<file path="src/rtl/qdec_ctx_ctrl.sv">
// CABAC context memory controller: HEVC context init at slice start,
// otherwise arbitrates bin-decoder reads/writes onto the memory port.
// Ports: clk, rst (async, active high), start/slice_qp/init_type (init
// request), busy/done (status), rom_addr/rom_rdata (init-value ROM),
// cli_* (bin decoder access), ctx_* (context memory, 1-cycle read).
module qdec_ctx_ctrl #(
  parameter int NUM_CTX = 256,
  parameter int ADDR_W  = 10
) (
  input  logic              clk,
  input  logic              rst,
  input  logic              start,
  input  logic [6:0]        slice_qp,
  input  logic [1:0]        init_type,
  output logic              busy,
  output logic              done,
  output logic [9:0]        rom_addr,
  input  logic [7:0]        rom_rdata,
  input  logic              cli_req,
  input  logic              cli_we,
  input  logic [ADDR_W-1:0] cli_addr,
  input  logic [7:0]        cli_wdata,
  output logic              cli_gnt,
  output logic              cli_rvalid,
  output logic [7:0]        cli_rdata,
  output logic [ADDR_W-1:0] ctx_addr,
  output logic [7:0]        ctx_wdata,
  output logic              ctx_we,
  output logic              ctx_re,
  input  logic [7:0]        ctx_rdata
);

  typedef enum logic [1:0] {
    IDLE,
    INIT,
    DRAIN
  } state_t;

  localparam logic [7:0] LAST = 8'(NUM_CTX - 1);

  state_t            state;
  logic [5:0]        qc;
  logic              v1;
  logic [7:0]        idx1;
  logic              iw_we;
  logic [ADDR_W-1:0] iw_addr;
  logic [7:0]        iw_data;

  logic [5:0]        qc_in;
  logic signed [15:0] m;
  logic signed [15:0] n;
  logic signed [15:0] prod;
  logic signed [15:0] sum;
  logic [6:0]        pre;
  logic [5:0]        pst;
  logic [7:0]        calc;

  logic              cli_wr;
  logic              cli_rd;

  always_comb begin
    qc_in = slice_qp[5:0];
    if (slice_qp[6])
      qc_in = 6'd0;
    else if (slice_qp[5:0] > 6'd51)
      qc_in = 6'd51;
  end

  // Context init arithmetic on the ROM byte that arrives this cycle.
  always_comb begin
    m    = $signed({12'd0, rom_rdata[7:4]}) * 16'sd5 - 16'sd45;
    n    = $signed({9'd0, rom_rdata[3:0], 3'd0}) - 16'sd16;
    prod = m * $signed({10'd0, qc});
    sum  = (prod >>> 4) + n;
    pre  = sum[6:0];
    if (sum < 16'sd1)
      pre = 7'd1;
    else if (sum > 16'sd126)
      pre = 7'd126;
    // pre is 1..126, so bit 6 is valMps and the low bits give pState
    pst  = pre[6] ? pre[5:0] : 6'd63 - pre[5:0];
    calc = {1'b0, pst, pre[6]};
  end

  always_ff @(posedge clk or posedge rst) begin
    if (rst) begin
      state      <= IDLE;
      busy       <= 1'b0;
      done       <= 1'b0;
      rom_addr   <= '0;
      qc         <= '0;
      v1         <= 1'b0;
      idx1       <= '0;
      iw_we      <= 1'b0;
      iw_addr    <= '0;
      iw_data    <= '0;
      cli_rvalid <= 1'b0;
    end else begin
      done       <= 1'b0;
      v1         <= 1'b0;
      iw_we      <= v1;
      cli_rvalid <= cli_rd;
      if (v1) begin
        iw_addr <= ADDR_W'(idx1);
        iw_data <= calc;
      end
      unique case (state)
        IDLE: begin
          if (start) begin
            state    <= INIT;
            busy     <= 1'b1;
            qc       <= qc_in;
            rom_addr <= {init_type, 8'd0};
          end
        end
        INIT: begin
          v1   <= 1'b1;
          idx1 <= rom_addr[7:0];
          if (rom_addr[7:0] == LAST)
            state <= DRAIN;
          else
            rom_addr[7:0] <= rom_addr[7:0] + 8'd1;
        end
        DRAIN: begin
          // last write is the one with nothing left behind it
          if (iw_we && !v1) begin
            state <= IDLE;
            busy  <= 1'b0;
            done  <= 1'b1;
          end
        end
        default: state <= IDLE;
      endcase
    end
  end

  assign cli_gnt   = cli_req & ~busy & ~rst;
  assign cli_wr    = cli_gnt & cli_we;
  assign cli_rd    = cli_gnt & ~cli_we;
  assign cli_rdata = ctx_rdata;

  assign ctx_we    = iw_we | cli_wr;
  assign ctx_re    = cli_rd;
  assign ctx_addr  = cli_gnt ? cli_addr : iw_addr;
  assign ctx_wdata = cli_wr ? cli_wdata : iw_data;

endmodule
</file>
<file path="config.mk">
export PLATFORM = sky130hd
export DESIGN_NAME = qdec_ctx_ctrl
export DESIGN_NICKNAME = d
export VERILOG_FILES = /design/src/rtl/qdec_ctx_ctrl.sv
export SDC_FILE = /design/constraint.sdc
export NUM_CORES = 1
export LEC_CHECK = 0
export ABC_AREA = 1
export BUFFER_PORTS_ARGS = -buffer_cell sky130_fd_sc_hd__buf_2
export CAP_MARGIN = 25
export CORE_MARGIN = 2
export CORE_UTILIZATION = 50
export DETAILED_ROUTE_END_ITERATION = 16
export GPL_TIMING_DRIVEN = 0
export PLACE_DENSITY_LB_ADDON = 0.2
export SKIP_CTS_REPAIR_TIMING = 1
export SLEW_MARGIN = 20
export SYNTH_ARGS = -nofsm -noshare
export SYNTH_HDL_FRONTEND = slang
export SYNTH_SLANG_ARGS = --single-unit
</file>
<file path="constraint.sdc">
create_clock -name clk -period 5.8 [get_ports clk]
set_input_delay 1.16 -clock clk [delete_from_list [all_inputs] [get_ports clk]]
set_output_delay 1.16 -clock clk [all_outputs]
set_load 0.01 [all_outputs]
</file>
==> results of run 1 <==
final timing paths:
check                                            start                       to  slack, ns  cells past startpoint
worst max-delay path                      rom_rdata[5]   iw_data[3]$_DFFE_PP0P_      -1.41                     40
worst min-delay path            iw_addr[1]$_DFFE_PP0P_   iw_addr[1]$_DFFE_PP0P_       0.47                      2
worst max register to register       qc[3]$_DFFE_PP0P_   iw_data[3]$_DFFE_PP0P_       0.09                     33
worst min register to register  iw_addr[1]$_DFFE_PP0P_   iw_addr[1]$_DFFE_PP0P_       0.47                      2
max in group asynchronous                          rst   iw_addr[2]$_DFFE_PP0P_       4.43                      3
min in group asynchronous                          rst  rom_addr[4]$_DFFE_PP0P_       0.86                      2
cells by family (layout without fill, tap and decap cells):
| logic type | count (synthesis) | after routing | synth area share |
|---|---|---|---|
| muxes | 5 | 5 | 0.0110 |
| buffers and inverters | 172 | 277 | 0.134 |
| DFF | 46 | 46 | 0.226 |
| xor gates and xnor gates | 23 | 23 | 0.0395 |
| and+or+nand+nor | 277 | 277 | 0.255 |
| AOI/OAI and AO/OA | 62 | 62 | 0.0732 |
| adders and majority gates | 84 | 84 | 0.261 |
sequential cells by signal, indices dropped and copies added (netlist names):
name,cells
v1,1
rom_addr,10
busy,1
iw_addr,8
done,1
cli_rvalid,1
state,2
idx1,8
qc,6
iw_we,1
iw_data,7
per-layer routing:
| layer | track usage | wire, um | vias to the layer above |
|---|---|---|---|
| met3 | 0.0243 | 369 | 8 |
| li1 | - | - | 2242 |
| met5 | 0 | 0 | - |
| met1 | 0.260 | 4990 | 2081 |
| met2 | 0.356 | 5800 | 81 |
| met4 | 0.0229 | 64 | 0 |
cell usage after synthesis (2+ instances only):
| library cell | number | area (um^2) |
|---|---|---|
| inv_1 | 149 | 559 |
| nand2_1 | 142 | 533 |
| nor2_1 | 57 | 214 |
| ha_1 | 47 | 588 |
| dfrtp_1 | 46 | 1150 |
| fa_1 | 37 | 741 |
| o21ai_0 | 23 | 115 |
| nand3_1 | 21 | 105 |
| nand2_2 | 19 | 119 |
| a21oi_1 | 16 | 80.1 |
| xor2_1 | 14 | 123 |
| xnor2_1 | 9 | 78.8 |
| buf_4 | 8 | 60.1 |
| nor3_1 | 7 | 35.0 |
| inv_2 | 6 | 22.5 |
| nand2_4 | 6 | 67.6 |
| nor2_2 | 6 | 37.5 |
| clkbuf_1 | 5 | 18.8 |
| mux2_2 | 5 | 56.3 |
| nand3_2 | 5 | 50.1 |
| o21ai_2 | 5 | 43.8 |
| o21ai_1 | 4 | 20.0 |
| nand4_1 | 3 | 18.8 |
| o22ai_1 | 3 | 18.8 |
| or2_2 | 3 | 18.8 |
| clkinv_1 | 2 | 7.51 |
| o2bb2ai_1 | 2 | 17.5 |
per-stage QoR:
step / area (um^2) / util / TNS [ns] / hold WS, ns / std cells
2_1_floorplan: 5220 / - / -9.48 / 0.426 / 669
3_3_place_gp: 5790 / 0.590 / -13.43 / 0.458 / 883
3_5_place_dp: 5810 / 0.592 / -14.60 / 0.459 / 884
4_1_cts: 5920 / 0.603 / -12.43 / 0.480 / 892
5_1_grt: 6390 / 0.651 / -11.96 / 0.504 / 907
6_report: 6390 / 0.651 / -9.60 / 0.475 / 907
critical path: cells and delay by family:
family	cells	cell delay [ns]
AO/OA/AOI/OAI	4	0.49
XOR/XNOR	2	0.35
adder cells (fa/ha/maj)	9	3.36
buffers and inverters	7	0.57
AND/OR/NAND/NOR	18	1.44
cell type report:
class / count / area [um^2]
buffer: 15 / 95.1
clock buffer: 7 / 76.3
clock inverter: 1 / 30.0
fill: 840 / 3430
inverter: 157 / 592
multi-input combinational: 451 / 3720
sequential: 46 / 1150
tap: 133 / 166
timing repair buffer: 97 / 563
==> results.json, run 1 <==
{
  "status": "finished with violations",
  "failed_checks": "setup timing",
  "core_um2": 9820,
  "wire_per_inst_um": 12.4,
  "clk_latency_ns": 0.30,
  "netlist_instances": 669,
  "drt_iter0_drc": 168,
  "num_rows": 36,
  "hold_viol": 0,
  "ys_warn_count": 0,
  "cts_root_buffer": "clkbuf_8",
  "diodes": 0,
  "placement.io_buffers": 81,
  "finalSetupViolCount": 7,
  "dpl.hpwl_mm": 8.87,
  "clk_pin_slew_worst_paths_ns": 0.09,
  "clock_sinks": 46,
  "ant_nets": 0,
  "initial_core_util": 0.519,
  "die_h_um": 105,
  "path_class": "primary input to flip-flop",
  "endpoint_kind": "flip-flop",
  "hold_class": "flip-flop to flip-flop",
  "ioPinCount": 90,
  "fin_ws_ns": -1.41,
  "clockBufferDepth": 2,
  "h-tree-depth": 2,
  "syn_area_um2": 5100,
  "final_cell_mix": "140 x inv_1, 127 x nand2_1, 78 x buf_2",
  "final_common_cell": "inv_1",
  "cpMostUsedCell": "nand2_2",
  "synth_nets": 801,
  "finalCritPeriodShare": 1.24,
  "rsz0062_at_grt": "yes",
  "drc_errors": 0,
  "synth-seq-cells": 46,
  "drt_pre_antenna_iters": 4,
  "pre_cts_ws_ns": -2.12,
  "ys.flop_type": "dfrtp_1",
  "maxSlewViolCount": 0,
  "drive_above_1_share": 0.318,
  "dieArea_um2": 11000,
  "avgSynthCellArea_um2": 7.62,
  "yosysSeqAreaShare": 0.226,
  "cp_max_fo": 5,
  "critPathLaunchType": "primary input",
  "skew_ns": 0.0126,
  "antenna_found_initial": 0,
  "drt-total-wl_mm": 11.2,
  "first_global_vias": 4311,
  "grt_pass1_wl_mm": 18.5,
  "synth.distinct_cells": 46,
  "worst_pin_slew_ns": 1.03,
  "grt_usage": 0.197,
  "relSlewSlack": 0.308,
  "layout_min_cycle_time_ns": 7.21,
  "place_congestion": 0.848,
  "worstPathArrival_ns": 7.40,
  "cts_buffers": 5,
  "die_x_um": 105,
  "slowest_stage": "fa_2",
  "grt_overflow": 0,
  "viasPerCell": 4.86,
  "max_freq_mhz": 139,
  "cpPeakStageDelay_ns": 0.56,
  "worstPathRequired_ns": 6.00,
  "vias": 4412,
  "fin_nets": 905,
  "cts_tree": "built",
  "cap_violations": 0,
  "synth-edff-count": 0,
  "area.growth.synth_to_final_pct": 25.4,
  "grt_max_degree": 27,
  "async_reset_ff_frac": 1.00
}
Power of run 1 is not shown: default switching activity piles up to over one toggle a cycle in this logic, so the estimate is an artifact.
==> inputs of run 2 (changes only) <==
--- a/config.mk
+++ b/config.mk
@@ -5,7 +5,7 @@
 export SDC_FILE = /design/constraint.sdc
 export NUM_CORES = 1
 export LEC_CHECK = 0
-export ABC_AREA = 1
+export ABC_AREA = 0
 export BUFFER_PORTS_ARGS = -buffer_cell sky130_fd_sc_hd__buf_2
 export CAP_MARGIN = 25
 export CORE_MARGIN = 2
==> run 2 against run 1 <==
The run still ends with setup timing left. Core utilization decreased by 1.5 points. Register-to-register slack got worse by 0.30 ns. Fmax decreased by 2.4%. Wire length decreased by 16%. Via count decreased by 18%. Global-route usage decreased by 0.47 points. Sequential cell count unchanged. Design area decreased by 8.9%. Worst hold slack got worse by 0.11 ns. Setup slack got worse by 0.18 ns. Critical path depth decreased by 13. Sequential share of layout area increased by 1.8 points. Critical path type unchanged. Highest routed layer unchanged.
==> results.json, run 2 <==
{
  "holdWs_ns": 0.366,
  "total_power_mw": 1.94,
  "skew_ns": 0.0112,
  "drive_above_1_share": 0.333,
  "clk_pin_slew_worst_paths_ns": 0.09,
  "cts_root_buffer": "clkbuf_8",
  "final_cell_mix": "78 x buf_2, 71 x inv_1, 46 x dfrtp_1",
  "synth_commonest_cells": "75 x inv_1, 47 x ha_1, 46 x dfrtp_1",
  "synth_nets": 616,
  "synth-seq-cells": 46,
  "r2r_start": "qc[1]$_DFFE_PP0P_",
  "rr_endpoint": "iw_data[6]$_DFFE_PP0P_",
  "hold_class": "flip-flop to flip-flop",
  "synth_most_common_cell": "inv_1",
  "endpoint_kind": "flip-flop",
  "cp_max_fo": 6,
  "failed_checks": "setup timing",
  "finalCritPeriodShare": 1.27,
  "num_rows": 35,
  "cap_violations": 0,
  "instances_no_fill": 697,
  "final_common_cell": "buf_2",
  "grt_pass1_wl_mm": 15.8,
  "clock_sinks": 46,
  "synth.distinct_cells": 56,
  "drt_pre_antenna_iters": 4,
  "worstPathRequired_ns": 5.99,
  "dpl.hpwl_mm": 7.61,
  "cpPeakStageDelay_ns": 0.52,
  "placement.io_buffers": 81,
  "antenna_found_initial": 0,
  "critPathLaunchType": "primary input",
  "leakagePower_nw": 2.88,
  "slowest_stage": "fa_1",
  "area.growth.synth_to_final_pct": 25.0,
  "ys.flop_type": "dfrtp_1",
  "vias": 3616,
  "wire_per_inst_um": 13.5,
  "ioPinCount": 90,
  "max_freq_mhz": 135,
  "synth-edff-count": 0,
  "startpoint": "rom_rdata[4]",
  "rsz0062_at_grt": "yes",
  "first_global_vias": 3555,
  "netlist_instances": 484,
  "core_um2": 9150,
  "largestRegisters": "rom_addr (10), idx1 (8), iw_addr (8)",
  "worst-path-buf-inv": 3,
  "h-tree-depth": 2,
  "grt_max_degree": 28,
  "cts_tree": "built",
  "viasPerCell": 5.19,
  "drt_iter0_drc": 73,
  "place_congestion": 0.881,
  "worst_pin_slew_ns": 0.609,
  "drt-total-wl_mm": 9.39,
  "dp_cells": 677,
  "avgSynthCellArea_um2": 9.62,
  "async_reset_ff_frac": 1.00,
  "pre_cts_ws_ns": -1.97,
  "r2r_cells": 20,
  "hold_viol": 0,
  "nFillCells": 777,
  "status": "finished with violations",
  "layout_min_cycle_time_ns": 7.39,
  "die_x_um": 100,
  "synth.largest_area_cell": "dfrtp_1",
  "r2r_slack_ns": -0.21,
  "post-route-cell-area_um2": 5820,
  "clockBufferDepth": 2,
  "diodes": 0,
  "cp_top_family": "adder cells",
  "initial_core_util": 0.509,
  "largest_reg_flops": 10,
  "p_per_area_nw_per_um2": 334,
  "ant_nets": 0,
  "relSlewSlack": 0.593,
  "cpMostUsedCell": "fa_1",
  "drc_errors": 0,
  "fin_ws_ns": -1.59,
  "largest-register": "rom_addr",
  "placed_cell_area_um2": 5450,
  "synth_area_leaders": "dfrtp_1 25%, fa_1 16%, ha_1 13%",
  "clk_latency_ns": 0.30,
  "path_class": "primary input to flip-flop",
  "min_path_cells": 0,
  "irDropWorstVdd_uv": 210,
  "yosysSeqAreaShare": 0.247,
  "multi_input_area_um2": 3500,
  "grt_usage": 0.192,
  "grt_overflow": 0,
  "worstPathArrival_ns": 7.58,
  "fin_nets": 717,
  "die_h_um": 100,
  "dieArea_um2": 10100,
  "critPathCapture": "iw_data[6]$_DFFE_PP0P_",
  "path_depth": 27,
  "syn_area_um2": 4660,
  "synth_top_cell_area_share": 0.247,
  "maxSlewViolCount": 0,
  "ys_warn_count": 0,
  "regArea_um2": 1150,
  "cts_buffers": 5,
  "finalSetupViolCount": 7
}
run 2: changes by cell type after synthesis, moves of 6 or more:
cell / change
inv_2: -6
inv_1: -74
nor2_1: -34
nor2b_1: +15
and2_1: +23
nand2_2: -19
o21ai_0: -12
nand3_1: -8
nand2_1: -104
xnor2_1: +7
nand2_4: -6
mux2_2: +27
run 2: per-layer routing:
layer | GRT usage | vias up | routed length, um
li1 | - | 1795 | -
met2 | 0.343 | 51 | 4690
met1 | 0.255 | 1762 | 4400
met3 | 0.0194 | 8 | 192
met4 | 0.0411 | 0 | 100
met5 | 0 | - | 0
run 2: worst min path at each step:
stage	startpoint	to	slack, ns
3_5_place_dp	v1$_DFF_PP0_	iw_we$_DFF_PP0_	0.36
4_1_cts	v1$_DFF_PP0_	iw_we$_DFF_PP0_	0.37
6_report	v1$_DFF_PP0_	iw_we$_DFF_PP0_	0.37
5_1_grt	v1$_DFF_PP0_	iw_we$_DFF_PP0_	0.37
2_1_floorplan	v1$_DFF_PP0_	iw_we$_DFF_PP0_	0.35
3_3_place_gp	v1$_DFF_PP0_	iw_we$_DFF_PP0_	0.35
run 2: power breakdown:
| part | leakage, nW | switching [mW] | internal [mW] |
|---|---|---|---|
| clock | 0.0489 | 0.110 | 0.0987 |
| sequential | 0.543 | 0.0815 | 0.419 |
| combinational | 2.29 | 0.627 | 0.608 |
| total | 2.88 | 0.818 | 1.13 |
run 2: per-stage QoR:
step	utilization	TNS (ns)
after floorplan	-	-8.35
after global placement	0.592	-12.48
after detailed placement	0.595	-13.27
after CTS	0.606	-11.11
after global routing	0.636	-12.78
final	0.636	-10.83
run 2: logic make-up (layout without fill, tap and decap cells):
logic type / Yosys count / after routing / share of synthesized area
DFF: 46 / 46 / 0.247
and+or+nand+nor: 141 / 141 / 0.159
adders and majority gates: 84 / 84 / 0.285
xor gates and xnor gates: 29 / 29 / 0.0562
buffers and inverters: 91 / 193 / 0.0798
AOI/OAI and AO/OA: 61 / 61 / 0.0954
muxes: 32 / 32 / 0.0774
run 2: layout make-up:
class                           count  area share
Buffer                             16      0.0155
Clock buffer                        7      0.0148
Clock inverter                      1     0.00151
Inverter                           75      0.0484
Multi-Input combinational cell    347       0.602
Sequential cell                    46       0.198
Tap cell                          111      0.0239
Timing Repair Buffer               94      0.0961
(Power assumes the default switching activity.)
==> inputs of run 3 (changes only) <==
--- a/config.mk
+++ b/config.mk
@@ -6,11 +6,12 @@
 export NUM_CORES = 1
 export LEC_CHECK = 0
 export ABC_AREA = 0
-export BUFFER_PORTS_ARGS = -buffer_cell sky130_fd_sc_hd__buf_2
 export CAP_MARGIN = 25
+export CORE_ASPECT_RATIO = 0.6
 export CORE_MARGIN = 2
 export CORE_UTILIZATION = 50
 export DETAILED_ROUTE_END_ITERATION = 16
+export DONT_BUFFER_PORTS = 1
 export GPL_TIMING_DRIVEN = 0
 export PLACE_DENSITY_LB_ADDON = 0.2
 export SKIP_CTS_REPAIR_TIMING = 1
==> run 3 against run 2 <==
Total power grew 3.2%. First-iteration DRC count grew 120%. Count of clock-buffer cells in the layout down 2. Wire length is 5.2% higher. Largest power group unchanged. Worst hold slack improved by 0.0091 ns. Sequential cell count stayed put. Design area decreased by 6.4%. Clock power grew 43%. Sequential power grew 5.0%. The run still ends with setup timing left.
==> results.json, run 3 (synthesis results as in run 2) <==
{
  "status": "finished with violations",
  "failed_checks": "setup timing",
  "worstPathRequired_ns": 6.03,
  "cts_tree": "built",
  "dieArea_um2": 10100,
  "cts_root_buffer": "clkbuf_16",
  "grt_usage": 0.200,
  "r2r_cells": 20,
  "grt_max_degree": 34,
  "clockBufferDepth": 2,
  "drt_iter0_drc": 163,
  "worst-path-buf-inv": 2,
  "finalSetupViolCount": 7,
  "first_global_vias": 3406,
  "cp_top_family": "adder cells",
  "die_x_um": 129,
  "p_per_area_nw_per_um2": 368,
  "drive_above_1_share": 0.229,
  "utilization": 0.597,
  "clock_sinks": 46,
  "placement.io_buffers": 0,
  "final_cell_mix": "71 x inv_1, 46 x dfrtp_1, 36 x nand2_1",
  "hold_class": "flip-flop to flip-flop",
  "wire_per_inst_um": 15.9,
  "largestRegisters": "rom_addr (10), idx1 (8), iw_addr (8)",
  "core_um2": 9120,
  "r2r_start": "qc[1]$_DFFE_PP0P_",
  "maxSlewViolCount": 0,
  "diodes": 0,
  "irDropWorstVdd_uv": 164,
  "dpl.hpwl_mm": 8.09,
  "min_path_cells": 0,
  "viasPerCell": 5.45,
  "post-route-cell-area_um2": 5450,
  "ant_nets": 0,
  "r2r_slack_ns": -0.05,
  "finalCritPeriodShare": 1.22,
  "slowest_stage": "fa_1",
  "drc_errors": 0,
  "drt-total-wl_mm": 9.88,
  "initial_core_util": 0.510,
  "critPathLaunchType": "primary input",
  "grt_pass1_wl_mm": 16.0,
  "cap_violations": 0,
  "drt_pre_antenna_iters": 4,
  "clk_latency_ns": 0.30,
  "path_class": "primary input to flip-flop",
  "hold_viol": 0,
  "rsz0062_at_grt": "yes",
  "fin_ws_ns": -1.29,
  "holdCritStartpoint": "v1$_DFF_PP0_",
  "die_h_um": 78.7,
  "cts_buffers": 5,
  "cpPeakStageDelay_ns": 0.54,
  "max_freq_mhz": 141,
  "grt_overflow": 0,
  "layout_min_cycle_time_ns": 7.09,
  "antenna_found_initial": 0,
  "nFillCells": 752,
  "crit_chain": "ha_4 -> fa_2 -> xor2_2 -> and2_1 -> fa_1 -> ha_1 -> inv_1 -> fa_1 -> fa_1 -> inv_1 -> ha_4 -> and4_1 -> a221oi_4 -> nor2b_1 -> o21a_1 -> nor2_1 -> xnor2_2 -> fa_1 -> xor2_2 -> o2111ai_1 -> nor4_1 -> and2_4 -> o32a_1",
  "cpMostUsedCell": "fa_1",
  "endpoint_kind": "flip-flop",
  "hold_end": "iw_we$_DFF_PP0_",
  "h-tree-depth": 2,
  "clk_pin_slew_worst_paths_ns": 0.07,
  "relSlewSlack": 0.500,
  "pre_cts_ws_ns": -1.87,
  "skew_ns": 0.00754,
  "final_common_cell": "inv_1",
  "worst_pin_slew_ns": 0.744,
  "cp_max_fo": 7,
  "leakagePower_nw": 2.58,
  "num_rows": 27,
  "fin_nets": 637,
  "vias": 3393,
  "ioPinCount": 90,
  "largest_reg_flops": 10,
  "rr_endpoint": "iw_data[4]$_DFFE_PP0P_",
  "area.growth.synth_to_final_pct": 17.0,
  "place_congestion": 0.842,
  "largest-register": "rom_addr",
  "placed_cell_area_um2": 5040,
  "worstPathArrival_ns": 7.32
}
run 3: cell types whose count changed in the layout (fill, tap and decap cells not counted), moves of 2 or more:
| cell | change |
|---|---|
| xnor2_2 | +2 |
| clkbuf_16 | +5 |
| buf_2 | -78 |
| clkbuf_8 | -6 |
| inv_6 | +2 |
run 3: worst reg2reg max path, delay by kind of cell, from the launching register on:
family	cells	cell delay [ns]
flops	1	0.54
simple gates	6	1.34
buf+inv	2	0.11
compound gates	4	0.82
fa+ha+maj	6	2.52
xor+xnor	2	0.42
run 3: power by group:
part | total (mW) | switching (mW) | internal, mW
logic | 1.18 | 0.614 | 0.569
clock network | 0.297 | 0.133 | 0.164
registers | 0.526 | 0.106 | 0.419
total | 2.01 | 0.853 | 1.15
run 3: worst max-delay path by stage:
stage                  from                     end  slack (ns)  cells after the start
6_report       rom_rdata[4]  iw_data[4]$_DFFE_PP0P_       -1.29                     23
5_1_grt        rom_rdata[4]  iw_data[6]$_DFFE_PP0P_       -1.61                     24
4_1_cts        rom_rdata[4]  iw_data[4]$_DFFE_PP0P_       -1.56                     24
3_5_place_dp   rom_rdata[4]  iw_data[4]$_DFFE_PP0P_       -1.87                     24
3_3_place_gp   rom_rdata[4]  iw_data[4]$_DFFE_PP0P_       -1.72                     24
2_1_floorplan  rom_rdata[5]  iw_data[4]$_DFFE_PP0P_       -1.27                     25
run 3: metal layers:
layer | part of all wire | track usage | vias to the layer above | wire, um
li1 | - | - | 1635 | -
met1 | 0.52 | 0.299 | 1645 | 5160
met2 | 0.42 | 0.300 | 105 | 4110
met3 | 0.055 | 0.0499 | 8 | 541
met4 | 0.0073 | 0.0304 | 0 | 72
met5 | 0 | 0 | - | 0
run 3: per-stage QoR:
stage / instances / setup TNS [ns] / hold WS, ns / total power [mW]
after floorplan: 484 / -8.35 / 0.352 / 1.37
after global placement: 600 / -11.52 / 0.353 / 1.54
after detailed placement: 601 / -12.55 / 0.359 / 1.58
after CTS: 609 / -10.40 / 0.376 / 1.88
after global routing: 622 / -10.88 / 0.405 / 2.17
final: 622 / -8.56 / 0.375 / 2.01
run 3: layout make-up:
| cell class | count | area (um^2) | area share |
|---|---|---|---|
| multi-input cells | 347 | 3510 | 0.644 |
| flip-flops and latches | 46 | 1150 | 0.211 |
| inverters | 75 | 282 | 0.0517 |
| well taps | 116 | 145 | 0.0266 |
| clock buffers | 5 | 125 | 0.0230 |
| repair buffers | 14 | 118 | 0.0216 |
| plain buffers | 16 | 90.1 | 0.0165 |
| clock inverters | 3 | 26.3 | 0.00482 |
